File: src/rtl/snoop_responder.sv
// snoop_responder: answers snoop bus operations (READ/WRITE/INVALIDATE/RWIM)
// issued by other caches. It probes the local tag/state directory, returns
// NO_HIT/HIT/HIT_M, flushes a modified line when the requester needs the
// data, and writes back the resulting MESI state.
// Latency: accept T, dir_req T+1, rslt_valid T+2, upd_valid T+3, ready T+4
// (plus directory-ack wait and flush stall cycles). One snoop in flight.
// Backpressure: snp_ready is low from LOOKUP through UPDATE. dir_req is held
// until dir_ack. wb_valid/wb_addr are held until wb_ready.
// Ports:
//   clk, rst_n                            clock, async active-low reset
//   snp_valid/snp_ready/snp_op/snp_addr   snoop request handshake
//   dir_req/dir_set/dir_tag               directory lookup request
//   dir_ack/dir_hit/dir_way/dir_state     directory lookup response
//   rslt_valid/rslt                       snoop result strobe
//   wb_valid/wb_addr/wb_ready             modified-line flush request
//   upd_valid/upd_set/upd_way/upd_state   MESI state update strobe
// Optional build macro SNOOP_STATS_EN adds saturating HIT / HIT_M counters
// on the stat_hit / stat_hitm outputs.

package snoop_responder_pkg;
   typedef enum logic [1:0] {
      BUS_READ       = 2'd0,
      BUS_WRITE      = 2'd1,
      BUS_INVALIDATE = 2'd2,
      BUS_RWIM       = 2'd3
   } bus_op_t;

   typedef enum logic [1:0] {
      SNP_NO_HIT = 2'd0,
      SNP_HIT    = 2'd1,
      SNP_HIT_M  = 2'd2
   } snp_rslt_t;

   typedef enum logic [1:0] {
      ST_M = 2'd0,
      ST_E = 2'd1,
      ST_S = 2'd2,
      ST_I = 2'd3
   } state_t;
endpackage

module snoop_responder
   import snoop_responder_pkg::*;
#(
   parameter int ADDR_W = 32,
   parameter int BYTE_W = 6,
   parameter int SET_W  = 15,
   parameter int TAG_W  = 11,
   parameter int WAY_W  = 3
) (
   input  logic              clk,
   input  logic              rst_n,
   input  logic              snp_valid,
   output logic              snp_ready,
   input  logic [1:0]        snp_op,
   input  logic [ADDR_W-1:0] snp_addr,
   output logic              dir_req,
   output logic [SET_W-1:0]  dir_set,
   output logic [TAG_W-1:0]  dir_tag,
   input  logic              dir_ack,
   input  logic              dir_hit,
   input  logic [WAY_W-1:0]  dir_way,
   input  logic [1:0]        dir_state,
   output logic              rslt_valid,
   output logic [1:0]        rslt,
   output logic              wb_valid,
   output logic [ADDR_W-1:0] wb_addr,
   input  logic              wb_ready,
   output logic              upd_valid,
   output logic [SET_W-1:0]  upd_set,
   output logic [WAY_W-1:0]  upd_way,
   output logic [1:0]        upd_state
`ifdef SNOOP_STATS_EN
   ,
   output logic [15:0]       stat_hit,
   output logic [15:0]       stat_hitm
`endif
);

   typedef enum logic [2:0] {
      IDLE    = 3'd0,
      LOOKUP  = 3'd1,
      RESPOND = 3'd2,
      FLUSH   = 3'd3,
      UPDATE  = 3'd4
   } fsm_t;

   // Clears the byte-select bits to form the line-aligned flush address.
   localparam logic [ADDR_W-1:0] LINE_MASK = {{(ADDR_W-BYTE_W){1'b1}}, {BYTE_W{1'b0}}};

   // A miss or an invalid line reports NO_HIT regardless of dir_state.
   function automatic logic [1:0] classify(input logic hit, input logic [1:0] st);
      if (!hit || st == ST_I) begin
         return SNP_NO_HIT;
      end else if (st == ST_M) begin
         return SNP_HIT_M;
      end else begin
         return SNP_HIT;
      end
   endfunction

   // MESI next state as seen by the snooped cache. WRITE never changes
   // the local state; a miss or an I line keeps its old state.
   function automatic logic [1:0] next_mesi(input logic [1:0] op, input logic hit,
                                            input logic [1:0] old);
      if (!hit || old == ST_I) begin
         return old;
      end
      case (op)
         BUS_READ:       return ST_S;
         BUS_RWIM:       return ST_I;
         BUS_INVALIDATE: return ST_I;
         default:        return old;
      endcase
   endfunction

   fsm_t              state_q, state_d;
   logic [1:0]        op_q, op_d;
   logic [ADDR_W-1:0] addr_q, addr_d;
   logic              hit_q, hit_d;
   logic [WAY_W-1:0]  way_q, way_d;
   logic [1:0]        old_q, old_d;

   logic              snp_ready_q, snp_ready_d;
   logic              dir_req_q, dir_req_d;
   logic [SET_W-1:0]  dir_set_q, dir_set_d;
   logic [TAG_W-1:0]  dir_tag_q, dir_tag_d;
   logic              rslt_valid_q, rslt_valid_d;
   logic [1:0]        rslt_q, rslt_d;
   logic              wb_valid_q, wb_valid_d;
   logic [ADDR_W-1:0] wb_addr_q, wb_addr_d;
   logic              upd_valid_q, upd_valid_d;
   logic [SET_W-1:0]  upd_set_q, upd_set_d;
   logic [WAY_W-1:0]  upd_way_q, upd_way_d;
   logic [1:0]        upd_state_q, upd_state_d;

   logic [1:0]        new_state;
   logic              need_flush;

   assign new_state  = next_mesi(op_q, hit_q, old_q);
   // Only the requester that wants the data (READ/RWIM) triggers a flush;
   // INVALIDATE on an M line drops the data, WRITE leaves the line alone.
   assign need_flush = (rslt_q == SNP_HIT_M) && (op_q == BUS_READ || op_q == BUS_RWIM);

   always_comb begin
      state_d      = state_q;
      op_d         = op_q;
      addr_d       = addr_q;
      hit_d        = hit_q;
      way_d        = way_q;
      old_d        = old_q;
      snp_ready_d  = 1'b0;
      dir_req_d    = 1'b0;
      dir_set_d    = dir_set_q;
      dir_tag_d    = dir_tag_q;
      rslt_valid_d = 1'b0;
      rslt_d       = rslt_q;
      wb_valid_d   = 1'b0;
      wb_addr_d    = wb_addr_q;
      upd_valid_d  = 1'b0;
      upd_set_d    = upd_set_q;
      upd_way_d    = upd_way_q;
      upd_state_d  = upd_state_q;

      case (state_q)
         IDLE: begin
            snp_ready_d = 1'b1;
            if (snp_valid && snp_ready_q) begin
               op_d        = snp_op;
               addr_d      = snp_addr;
               dir_req_d   = 1'b1;
               dir_set_d   = snp_addr[BYTE_W +: SET_W];
               dir_tag_d   = snp_addr[ADDR_W-1 -: TAG_W];
               snp_ready_d = 1'b0;
               state_d     = LOOKUP;
            end
         end

         LOOKUP: begin
            if (dir_ack) begin
               hit_d        = dir_hit;
               way_d        = dir_way;
               old_d        = dir_state;
               rslt_valid_d = 1'b1;
               rslt_d       = classify(dir_hit, dir_state);
               state_d      = RESPOND;
            end else begin
               dir_req_d = 1'b1;
            end
         end

         RESPOND: begin
            if (need_flush) begin
               wb_valid_d = 1'b1;
               wb_addr_d  = addr_q & LINE_MASK;
               state_d    = FLUSH;
            end else begin
               upd_valid_d = (new_state != old_q);
               upd_set_d   = addr_q[BYTE_W +: SET_W];
               upd_way_d   = way_q;
               upd_state_d = new_state;
               state_d     = UPDATE;
            end
         end

         FLUSH: begin
            // wb_valid is already high throughout FLUSH, so wb_ready alone
            // completes the handshake.
            if (wb_ready) begin
               upd_valid_d = (new_state != old_q);
               upd_set_d   = addr_q[BYTE_W +: SET_W];
               upd_way_d   = way_q;
               upd_state_d = new_state;
               state_d     = UPDATE;
            end else begin
               wb_valid_d = 1'b1;
            end
         end

         UPDATE: begin
            snp_ready_d = 1'b1;
            state_d     = IDLE;
         end

         default: begin
            snp_ready_d = 1'b1;
            state_d     = IDLE;
         end
      endcase
   end

   always_ff @(posedge clk or negedge rst_n) begin
      if (!rst_n) begin
         state_q      <= IDLE;
         op_q         <= '0;
         addr_q       <= '0;
         hit_q        <= 1'b0;
         way_q        <= '0;
         old_q        <= '0;
         snp_ready_q  <= 1'b1;
         dir_req_q    <= 1'b0;
         dir_set_q    <= '0;
         dir_tag_q    <= '0;
         rslt_valid_q <= 1'b0;
         rslt_q       <= '0;
         wb_valid_q   <= 1'b0;
         wb_addr_q    <= '0;
         upd_valid_q  <= 1'b0;
         upd_set_q    <= '0;
         upd_way_q    <= '0;
         upd_state_q  <= '0;
      end else begin
         state_q      <= state_d;
         op_q         <= op_d;
         addr_q       <= addr_d;
         hit_q        <= hit_d;
         way_q        <= way_d;
         old_q        <= old_d;
         snp_ready_q  <= snp_ready_d;
         dir_req_q    <= dir_req_d;
         dir_set_q    <= dir_set_d;
         dir_tag_q    <= dir_tag_d;
         rslt_valid_q <= rslt_valid_d;
         rslt_q       <= rslt_d;
         wb_valid_q   <= wb_valid_d;
         wb_addr_q    <= wb_addr_d;
         upd_valid_q  <= upd_valid_d;
         upd_set_q    <= upd_set_d;
         upd_way_q    <= upd_way_d;
         upd_state_q  <= upd_state_d;
      end
   end

   assign snp_ready  = snp_ready_q;
   assign dir_req    = dir_req_q;
   assign dir_set    = dir_set_q;
   assign dir_tag    = dir_tag_q;
   assign rslt_valid = rslt_valid_q;
   assign rslt       = rslt_q;
   assign wb_valid   = wb_valid_q;
   assign wb_addr    = wb_addr_q;
   assign upd_valid  = upd_valid_q;
   assign upd_set    = upd_set_q;
   assign upd_way    = upd_way_q;
   assign upd_state  = upd_state_q;

`ifdef SNOOP_STATS_EN
   logic [15:0] stat_hit_q, stat_hit_d;
   logic [15:0] stat_hitm_q, stat_hitm_d;

   // Counted at the end of the rslt_valid cycle; both saturate.
   always_comb begin
      stat_hit_d  = stat_hit_q;
      stat_hitm_d = stat_hitm_q;
      if (rslt_valid_q && rslt_q == SNP_HIT && stat_hit_q != 16'hFFFF) begin
         stat_hit_d = stat_hit_q + 16'd1;
      end
      if (rslt_valid_q && rslt_q == SNP_HIT_M && stat_hitm_q != 16'hFFFF) begin
         stat_hitm_d = stat_hitm_q + 16'd1;
      end
   end

   always_ff @(posedge clk or negedge rst_n) begin
      if (!rst_n) begin
         stat_hit_q  <= '0;
         stat_hitm_q <= '0;
      end else begin
         stat_hit_q  <= stat_hit_d;
         stat_hitm_q <= stat_hitm_d;
      end
   end

   assign stat_hit  = stat_hit_q;
   assign stat_hitm = stat_hitm_q;
`endif

endmodule
File: config.mk
export PLATFORM = sky130hd
export DESIGN_NAME = snoop_responder
export DESIGN_NICKNAME = d
export VERILOG_FILES = /design/src/rtl/snoop_responder.sv
export SDC_FILE = /design/constraint.sdc
export NUM_CORES = 1
export LEC_CHECK = 0
export BUFFER_PORTS_ARGS = -buffer_cell sky130_fd_sc_hd__buf_2
export CAP_MARGIN = 40
export CORE_MARGIN = 1
export CORE_UTILIZATION = 46
export CTS_BUF_LIST = sky130_fd_sc_hd__clkbuf_4 sky130_fd_sc_hd__clkbuf_8
export DETAILED_ROUTE_END_ITERATION = 10
export GPL_TIMING_DRIVEN = 0
export MAX_ROUTING_LAYER = met4
export PLACE_DENSITY = 0.86
export SLEW_MARGIN = 20
export SYNTH_ARGS = -nofsm -noshare
export SYNTH_HDL_FRONTEND = slang
export SYNTH_SLANG_ARGS = --single-unit
File: constraint.sdc
create_clock -name clk -period 1.8 [get_ports clk]
set_input_delay 0.09 -clock clk [delete_from_list [all_inputs] [get_ports clk]]
set_output_delay 0.09 -clock clk [all_outputs]
set_load 0.02 [all_outputs]
# After elaboration in Yosys (flattened, before gate mapping)
# Index checks and enable logic that the tools add are counted.
# word_totals
reg_bits	122
elab_cells	82
output_inout_bits	85
input_bits	45
# op_classes
n_eq_ne	13
muxes	33
reduce_logical	18
# op_table
operator	count
15-bit two-way mux	2
15-bit case mux with 2 select lines	1
3-bit two-way mux	6
2-bit two-way mux	6
3-bit case mux with 4 select lines	1
2-bit equality test (second input constant)	5
1-bit two-way mux	10
2-bit != test (second input constant)	4
1-bit case mux with 2 select lines	4
2-bit case mux with 2 select lines	2
3-bit by 2-bit equality test with 1-bit output (second input constant)	2
3-bit case mux with 2 select lines	1
2-bit AND reduction	3
3-bit AND reduction	2
2-bit zero test	2
3-bit by 1-bit equality test with 1-bit output (second input constant)	1
3-bit zero test	1
1-bit logical OR	3
3-bit OR reduction	1
1-bit logical AND	2
1-bit zero test	2
2-bit != test	1
2-bit nonzero test	1
2-bit OR reduction	1

# Depth between registers and ports, before layout
# Gate-level depths: netlist of run 1.
# depth
ltp_word	7
ltp_mapped	7
mapped_depth_nobuf	5

# Worst setup path after synthesis of run 1
# OpenSTA, ideal clock, no wires.
# synth_timing
path_kind	flip-flop to flip-flop
startpoint	register op_q[0]
endpoint	register wb_addr_q[11] (netlist: wb_addr[11])
synth_period_minus_slack_ns	1.717
slack_ns	0.083
stages_incl_launch_ff	8
t_required_ns	1.675
t_arrival_ns	1.592
setup_ns	0.125
cell_sequence	dfrtp_1 > inv_1 > ha_1 > and3b_1 > and2_1 > buf_6 > buf_12 > mux2_4
# synth_between
elab_chain_cells	4
elab_cells_between_ends	5
# synth_lines
element	line	rtl
start, declared	118	logic [1:0] op_q, op_d;
start signal, assigned	254	op_q <= op_d;
2-bit equality test or 2-bit zero test (tied branches)	143	assign need_flush = (rslt_q == SNP_HIT_M) && (op_q == BUS_READ || op_q == BUS_RWIM);
1-bit logical OR *	143	
1-bit logical AND *	143	
2-bit AND reduction (no source line) *	--	
end signal, assigned	266	wb_addr_q <= wb_addr_d;
end, declared	131	logic [ADDR_W-1:0] wb_addr_q, wb_addr_d;
# Mark *: on every way between the ends. The rest lies on a longest branch, timed or not.
# A chain may end at the register's enable or synchronous reset.

# Final worst setup path of run 1
# layout_timing
startpoint	register op_q[0]
endpoint	register wb_addr_q[12] (netlist: wb_addr[12])
# The elaborated chain is that of the path after synthesis.

==> metrics.txt, run 1 <==
outcome completed; share of flip-flops with an asynchronous set or reset 100.0%; Initial DRC Count 52; period utilization 97.53%; fmax 569.6 MHz; CTS buffer count 9; Die ar. 8353 um2; placeable core area 7727 um2; FF-to-FF End wb_addr[12]; Hold Fails Final Rpt 0; post-route ant nets 0; vias 2533; clk root buf clkbuf_8; Setup CP Type flip-flop to flip-flop; Hold Startpoint dir_state[1]; DRC viols 0; r2r setup slk 0.04 ns; WP data required 2.03 ns; layer with the highest usage met2; vias in the first global route 2548; Rows 32; chip height 91.40 um; CTS tree yes; Slew Limit Headroom a little over three fifths; PwrDens 1740 nW/um2; met3 Track Usage GR 4.523%; CP endpoint wb_addr[12]; WL final around 8.3 mm; cells on worst reg2reg path 7; number of flops mapped to enable cells by yosys 0; Post-Syn Area 3676 um2; hpwl dp 5.162 mm; met1 Usage GRT 24.02%; gpl congestion about 0.7; number of fill cells in the layout 562; DR pass1 iterations 4; Crit. Startpoint op_q[0]; cell taking the most area after synthesis dfrtp_1; FF+latch count, synth 90; nets 455; Critical R2R Launch op_q[0]; H-tree depth 3; Synth top area share 60.59%; Reg clk slew, reported paths 0.09 ns; main flop type after synthesis dfrtp_1; Synth Instances 230; Comb power frac 44.4%; leakage power ~2.6 nW; register area share after synthesis 61.30%; Clock Skews 0.01151 ns; die extent in x ~90 um; clock latency at the later pin of the worst-skew pair about 0.35 ns; Psw 3.363 mW; min Tclk post-route 1.756 ns; first-pass GRT wire length between 10 and 15 mm; Switching Share 37.55%; max-cap check violation count 0; largest net degree at the start of global routing 50; library cells used by synthesis 34; Initial Utilization between 40% and 50%; M2 GR Usage between 30% and 40%; Sink Count 90; sequential group share of total power 39.7%; crit start category flip-flop; Clk pwr share 16.0%; Post-Place Worst Slack -0.09177 ns; HP Class input pin to flip-flop; Max FO, Critical Path 7; final setup vio count 0; Vias/cell 4.947; Ant. Diodes 0; peak supply drop between 0.8 and 0.9 mV; PortBufs 117; GRT Residual Overflow 0; total power 8.958 mW; Synth warnings 0; GRT Overall Usage 20.48%; layout cell share with drive strength beyond 1 59.51%; WL per Instance 16.14 um; synthesized area per cell 15.98 um2; Final Worst Setup Slack 0.04444 ns; Finished Core Util around two thirds; Final Max Slew Viols 0; worst-margin pin slew 0.5528 ns; IO Pins 130; initial antenna violation count 0; Area Overhead vs Synth 40.03%; Worst EP arrival 1.98 ns; Critical Path Sink Type flip-flop; Bufs on Longest Clock Path 2; Pint 5.595 mW; top cells by area, synth dfrtp_1, mux2_2, mux2_4, buf_4, buf_12
-- cell type report --
type,count,area (um2),area share [%]
plain buffers,15,162.7,3.160
clock buffers,9,123.9,2.406
clock inverters,5,81.33,1.580
inverters,10,37.54,0.7292
multi-input cells,120,1290,25.06
flip-flops and latches,90,2253,43.78
well taps,102,127.6,2.479
repair buffers,161,1071,20.81
-- power by group through the flow --
stage                     Sequential, mW  Clock [mW]  Combinational, mW
after floorplan                     4.41           0               1.62
after global placement              3.49           0               3.63
after detailed placement            3.56           0               3.74
after CTS                           3.52        1.48               3.90
after global routing                3.68        1.55               4.22
final                               3.55        1.43               3.97
-- cells in the mapped netlist, types with 2 or more instances --
cell type,n
nand2_1,3
mux2_4,21
buf_12,2
nor2_1,2
buf_6,3
nand2b_1,3
o21ai_0,3
inv_1,10
buf_4,9
ha_1,3
nand3b_1,2
mux2_2,58
dfrtp_1,89
nand3_1,2
-- worst max-delay path, cell delays in order, from the launching register on --
cell and delay [ns]:
dfrtp_1 0.36, inv_1 0.08, ha_4 0.27, and3b_1 0.17, and2_4 0.16, buf_12 0.14, clkbuf_16 0.16, mux2_4 0.30
-- stage by stage --
step | setup TNS (ns) | instances | hold WS (ns) | instance area (um2)
floorplan | 0 | 235 | -0.2056 | 3695
global placement | -11.26 | 454 | 0.3214 | 4408
finish | 0 | 512 | 0.01762 | 5147
CTS | 0 | 507 | 0.0004171 | 5045
detailed placement | -2.195 | 455 | 0.1213 | 4438
global route | -0.007478 | 512 | 0.004628 | 5147
-- state kept, by name, summed over array words and instances, names as in the netlist, 2 cells and up --
register / flops
state_q: 3
op_q: 2
addr_q: 25
way_q: 3
rslt: 2
upd_state: 2
wb_addr: 26
upd_way: 3
upd_set: 15
old_q: 2
-- worst min path at each step --
stage,slack [ns],depth (start not counted),end
finish,0.02,2,old_q[1]
global route,0.005,2,old_q[1]
CTS,0.0004,2,old_q[1]
detailed placement,0.12,1,upd_set[1]
global placement,0.32,2,addr_q[22]
floorplan,-0.21,0,addr_q[10]
-- cell usage in the layout, fill, tap and decap left out, types with 2 or more instances in the layout --
master,instances
nand2b_1,3
clkbuf_8,9
nand3_1,2
nand2_1,3
ha_1,2
mux2_2,58
conb_1,6
clkbuf_16,2
dfrtp_1,89
dlygate4sd3_1,34
o21ai_0,3
nor2_1,2
buf_12,4
bufinv_16,2
inv_1,10
buf_2,117
nand3b_1,2
buf_6,4
mux2_4,21
buf_4,14
-- cell families (layout without fill, tap and decap cells) --
kind of cell               Yosys count  after routing  share of synthesized area, %
other                                1              6                        0.1020
DFF                                 90             90                         61.30
muxes                               79             79                         26.34
adders and majority gates            3              3                         1.021
AOI/OAI and AO/OA                   11             11                         2.212
xor gates and xnor gates             1              1                        0.2383
and+or+nand+nor                     20             20                         3.778
buffers and inverters               25            200                         5.003
-- per-layer routing --
| metal | up-vias | wire length (um) |
|---|---|---|
| li1 | 1135 | - |
| met1 | 1297 | 3386 |
| met2 | 88 | 4381 |
| met3 | 13 | 353 |
| met4 | 0 | 140 |
| met5 | - | 0 |
-- timing repair --
action / in CTS / in global routing
pin swaps: 0 / 3
resized for setup: 3 / 5
gates cloned: 0 / 2
endpoints found under the hold margin: 74 / 0
hold buffers: 34 / 0
buffers inserted: 4 / 3
setup endpoints to repair: 38 / 43
Note: power is estimated with default switching activity, not from simulation.
==> inputs of run 2 (changes only) <==
--- a/config.mk
+++ b/config.mk
@@ -5,10 +5,11 @@
 export SDC_FILE = /design/constraint.sdc
 export NUM_CORES = 1
 export LEC_CHECK = 0
-export BUFFER_PORTS_ARGS = -buffer_cell sky130_fd_sc_hd__buf_2
+export ABC_AREA = 1
+export BUFFER_PORTS_ARGS = -buffer_cell sky130_fd_sc_hd__buf_4
 export CAP_MARGIN = 40
 export CORE_MARGIN = 1
-export CORE_UTILIZATION = 46
+export CORE_UTILIZATION = 47
 export CTS_BUF_LIST = sky130_fd_sc_hd__clkbuf_4 sky130_fd_sc_hd__clkbuf_8
 export DETAILED_ROUTE_END_ITERATION = 10
 export GPL_TIMING_DRIVEN = 0
==> run 2 against run 1 <==
Compared with the run above:
- global-route usage is 5.5 points higher
- die area is 3.3% higher
- wire length is 24% higher
- largest cell class unchanged
- maximum frequency is 8.0% higher
- clock power is 3% higher
- critical endpoint is now upd_set[10]
- largest power group unchanged
- sequential power is 4% lower
- design area is 4.8% higher
- area after synthesis is 5.6% higher
- synthesized cell count is 87% higher
==> metrics.txt, run 2 <==
outcome completed; Bufs on Longest Clock Path 2; IO Pins 130; dpl cells roughly 650; Finished Layout Cells 693; post-route ant nets 0; max reg flops 26; Clk pwr share between 15 and 20%; most frequent CP cell nand2_1; Ant. Diodes 0; Worst EP arrival around 1.9 ns; Area Overhead vs Synth 38.96%; Psw 3.636 mW; GRT Residual Overflow 0; clk root buf clkbuf_8; vias in the first global route 3422; Slew Limit Headroom 62.57%; CP Buf/Inv Count 2; fmax 615.3 MHz; number of fill cells in the layout 614; vias 3524; Comb power frac 44.1%; die extent in x ~93 um; Top delay family on crit path simple AND/OR/NAND/NOR gates; CP max stage delay roughly 0.38 ns; Clock Skews 0.009419 ns; area of placed instances 4935 um2; CTS buffer count 9; commonest non-fill, non-tap cell in the layout nand2_1; CTS tree yes; DR pass1 iterations 5; crit start category flip-flop; Rows 32; total negative slack 0 ns; top cells by count, synth nand2_1, dfrtp_1, inv_1, nand3_1, o21ai_0; Slowest-stage cell, CP dfrtp_1; final setup vio count 0; fin area approximately 5400 um2; Setup CP Type flip-flop to flip-flop; leakage power 3.019 nW; FF+latch count, synth 90; Initial DRC Count 181; sequential group share of total power 39.0%; H-tree depth 3; layer with the highest usage met2; Initial Utilization 49.47%; met1 Usage GRT 33.61%; Vias/cell 5.085; PwrDens 1616 nW/um2; max-cap check violation count 0; worst-margin pin slew 0.5615 ns; most frequent cells in the layout nand2_1, buf_4, dfrtp_1; Synth warnings 0; Finished Core Util 68.75%; period utilization 90.29%; share of flip-flops with an asynchronous set or reset 100.0%; PortBufs 117; HP Class input pin to flip-flop; main flop type after synthesis dfrtp_1; hpwl dp 7.223 mm; Synth Instances 429; met3 Track Usage GR 3.202%; clock latency at the later pin of the worst-skew pair 0.35 ns; WP data required roughly 2 ns; Sink Count 90; Synth top area share 57.36%; critical path, cell by cell inv_1, ha_1, nand2_1, nor2_4, nand2_2, buf_4, nand4_1, nand2_1; Switching Share 41.69%; layout cell share with drive strength beyond 1 28.26%; nets 636; Final Max Slew Viols 0; Pint 5.085 mW; top-count cell post-synth nand2_1; Reg clk slew, reported paths 0.08 ns; DRC viols 0; Hold Fails Final Rpt 0; Critical Path Sink Type flip-flop; Die ar. 8628 um2; initial antenna violation count 0; Post-Syn Area 3882 um2; gpl congestion 0.8373; cell taking the most area after synthesis dfrtp_1; library cells used by synthesis 25; first-pass GRT wire length between 15 and 20 mm; min Tclk post-route 1.625 ns; top cells by area, synth dfrtp_1, nand2_1, inv_1, nand3_1, o211ai_1; peak supply drop 0.7731 mV; hold slack 0.008997 ns; synthesized area per cell 9.050 um2; chip height 92.89 um; Max FO, Critical Path 10; WL per Instance 14.79 um; WL final 10.25 mm; M2 GR Usage between 40% and 50%; largest net degree at the start of global routing between 40 and 50; RSZ-0062 raised after global routing false; register area share after synthesis 58.04%; # Post-CTS Setup Buffers 0; placeable core area 7848 um2; number of flops mapped to enable cells by yosys 0; GRT Overall Usage 26.00%
-- run 2: cell count changes in the layout (fill, tap and decap cells not counted), moves of 7 or more --
cell,delta
o21ai_1,+7
inv_1,+34
dlygate4sd3_1,-9
mux2_2,-58
nand2_1,+132
nand4_1,+19
o211ai_1,+20
nand3_1,+30
buf_4,+115
mux2_4,-21
o21ai_0,+23
buf_2,-104
-- run 2: worst paths after layout --
path                                     to          from  slack (ns)  depth (start not counted)
worst min-delay path             addr_q[29]  snp_addr[29]       0.009                          3
worst max register to register  upd_set[10]       op_q[0]        0.17                          8
max in group asynchronous         snp_ready         rst_n        0.86                          3
worst min register to register  wb_addr[29]   wb_addr[29]        0.48                          2
worst max-delay path            upd_set[10]       op_q[0]        0.17                          8
min in group asynchronous        upd_way[1]         rst_n        0.26                          2
-- run 2: cell type report --
type	count	area, um2	share of cell area [%]
sequential	90	2253	41.77
multi-input combinational	266	1284	23.79
timing repair buffer	143	1156	21.43
buffer	33	200.2	3.711
inverter	45	168.9	3.131
tap	102	127.6	2.365
clock buffer	9	123.9	2.296
clock inverter	5	81.33	1.507
-- run 2: cells by family after synthesis --
logic type               after synthesis  share of synthesized area (%)
flip-flops                            90                          58.04
AO/OA/AOI/OAI                         57                          8.669
buffers and inverters                 78                          9.507
adder cells (fa/ha/maj)                3                         0.9669
AND/OR/NAND/NOR                      200                          22.72
other                                  1                        0.09659
-- run 2: power by group through the flow --
stage / combinational, mW / clock, mW / sequential [mW]
finish: 3.85 / 1.47 / 3.41
global route: 4.21 / 1.58 / 3.48
CTS: 3.85 / 1.49 / 3.39
detailed placement: 3.79 / 0 / 3.43
global placement: 3.66 / 0 / 3.39
floorplan: 1.53 / 0 / 4.02
-- run 2: what timing repair did --
action | in CTS | in global routing
hold buffers | 25 | 0
endpoints found under the hold margin | 66 | 0
endpoints found under the setup margin | 0 | 48
resized for setup | 0 | 1
-- run 2: routing by layer --
metal | up-vias | share of wire [%]
li1 | 1689 | -
met1 | 1675 | 41
met2 | 145 | 51
met3 | 15 | 6.3
met4 | 0 | 1.4
met5 | - | 0
-- run 2: worst min-delay path: cells and delay by family --
kind,cells,cell delay [ns]
buffers and inverters,2,0.15
AO/OA/AOI/OAI,1,0.08
-- run 2: through the flow --
stage                     power [mW]  setup slack, ns
final                          8.721           0.1748
after CTS                      8.725          0.06604
after global routing           9.272          0.03308
after floorplan                5.545           0.3313
after global placement         7.045           0.1148
after detailed placement       7.220          0.08394
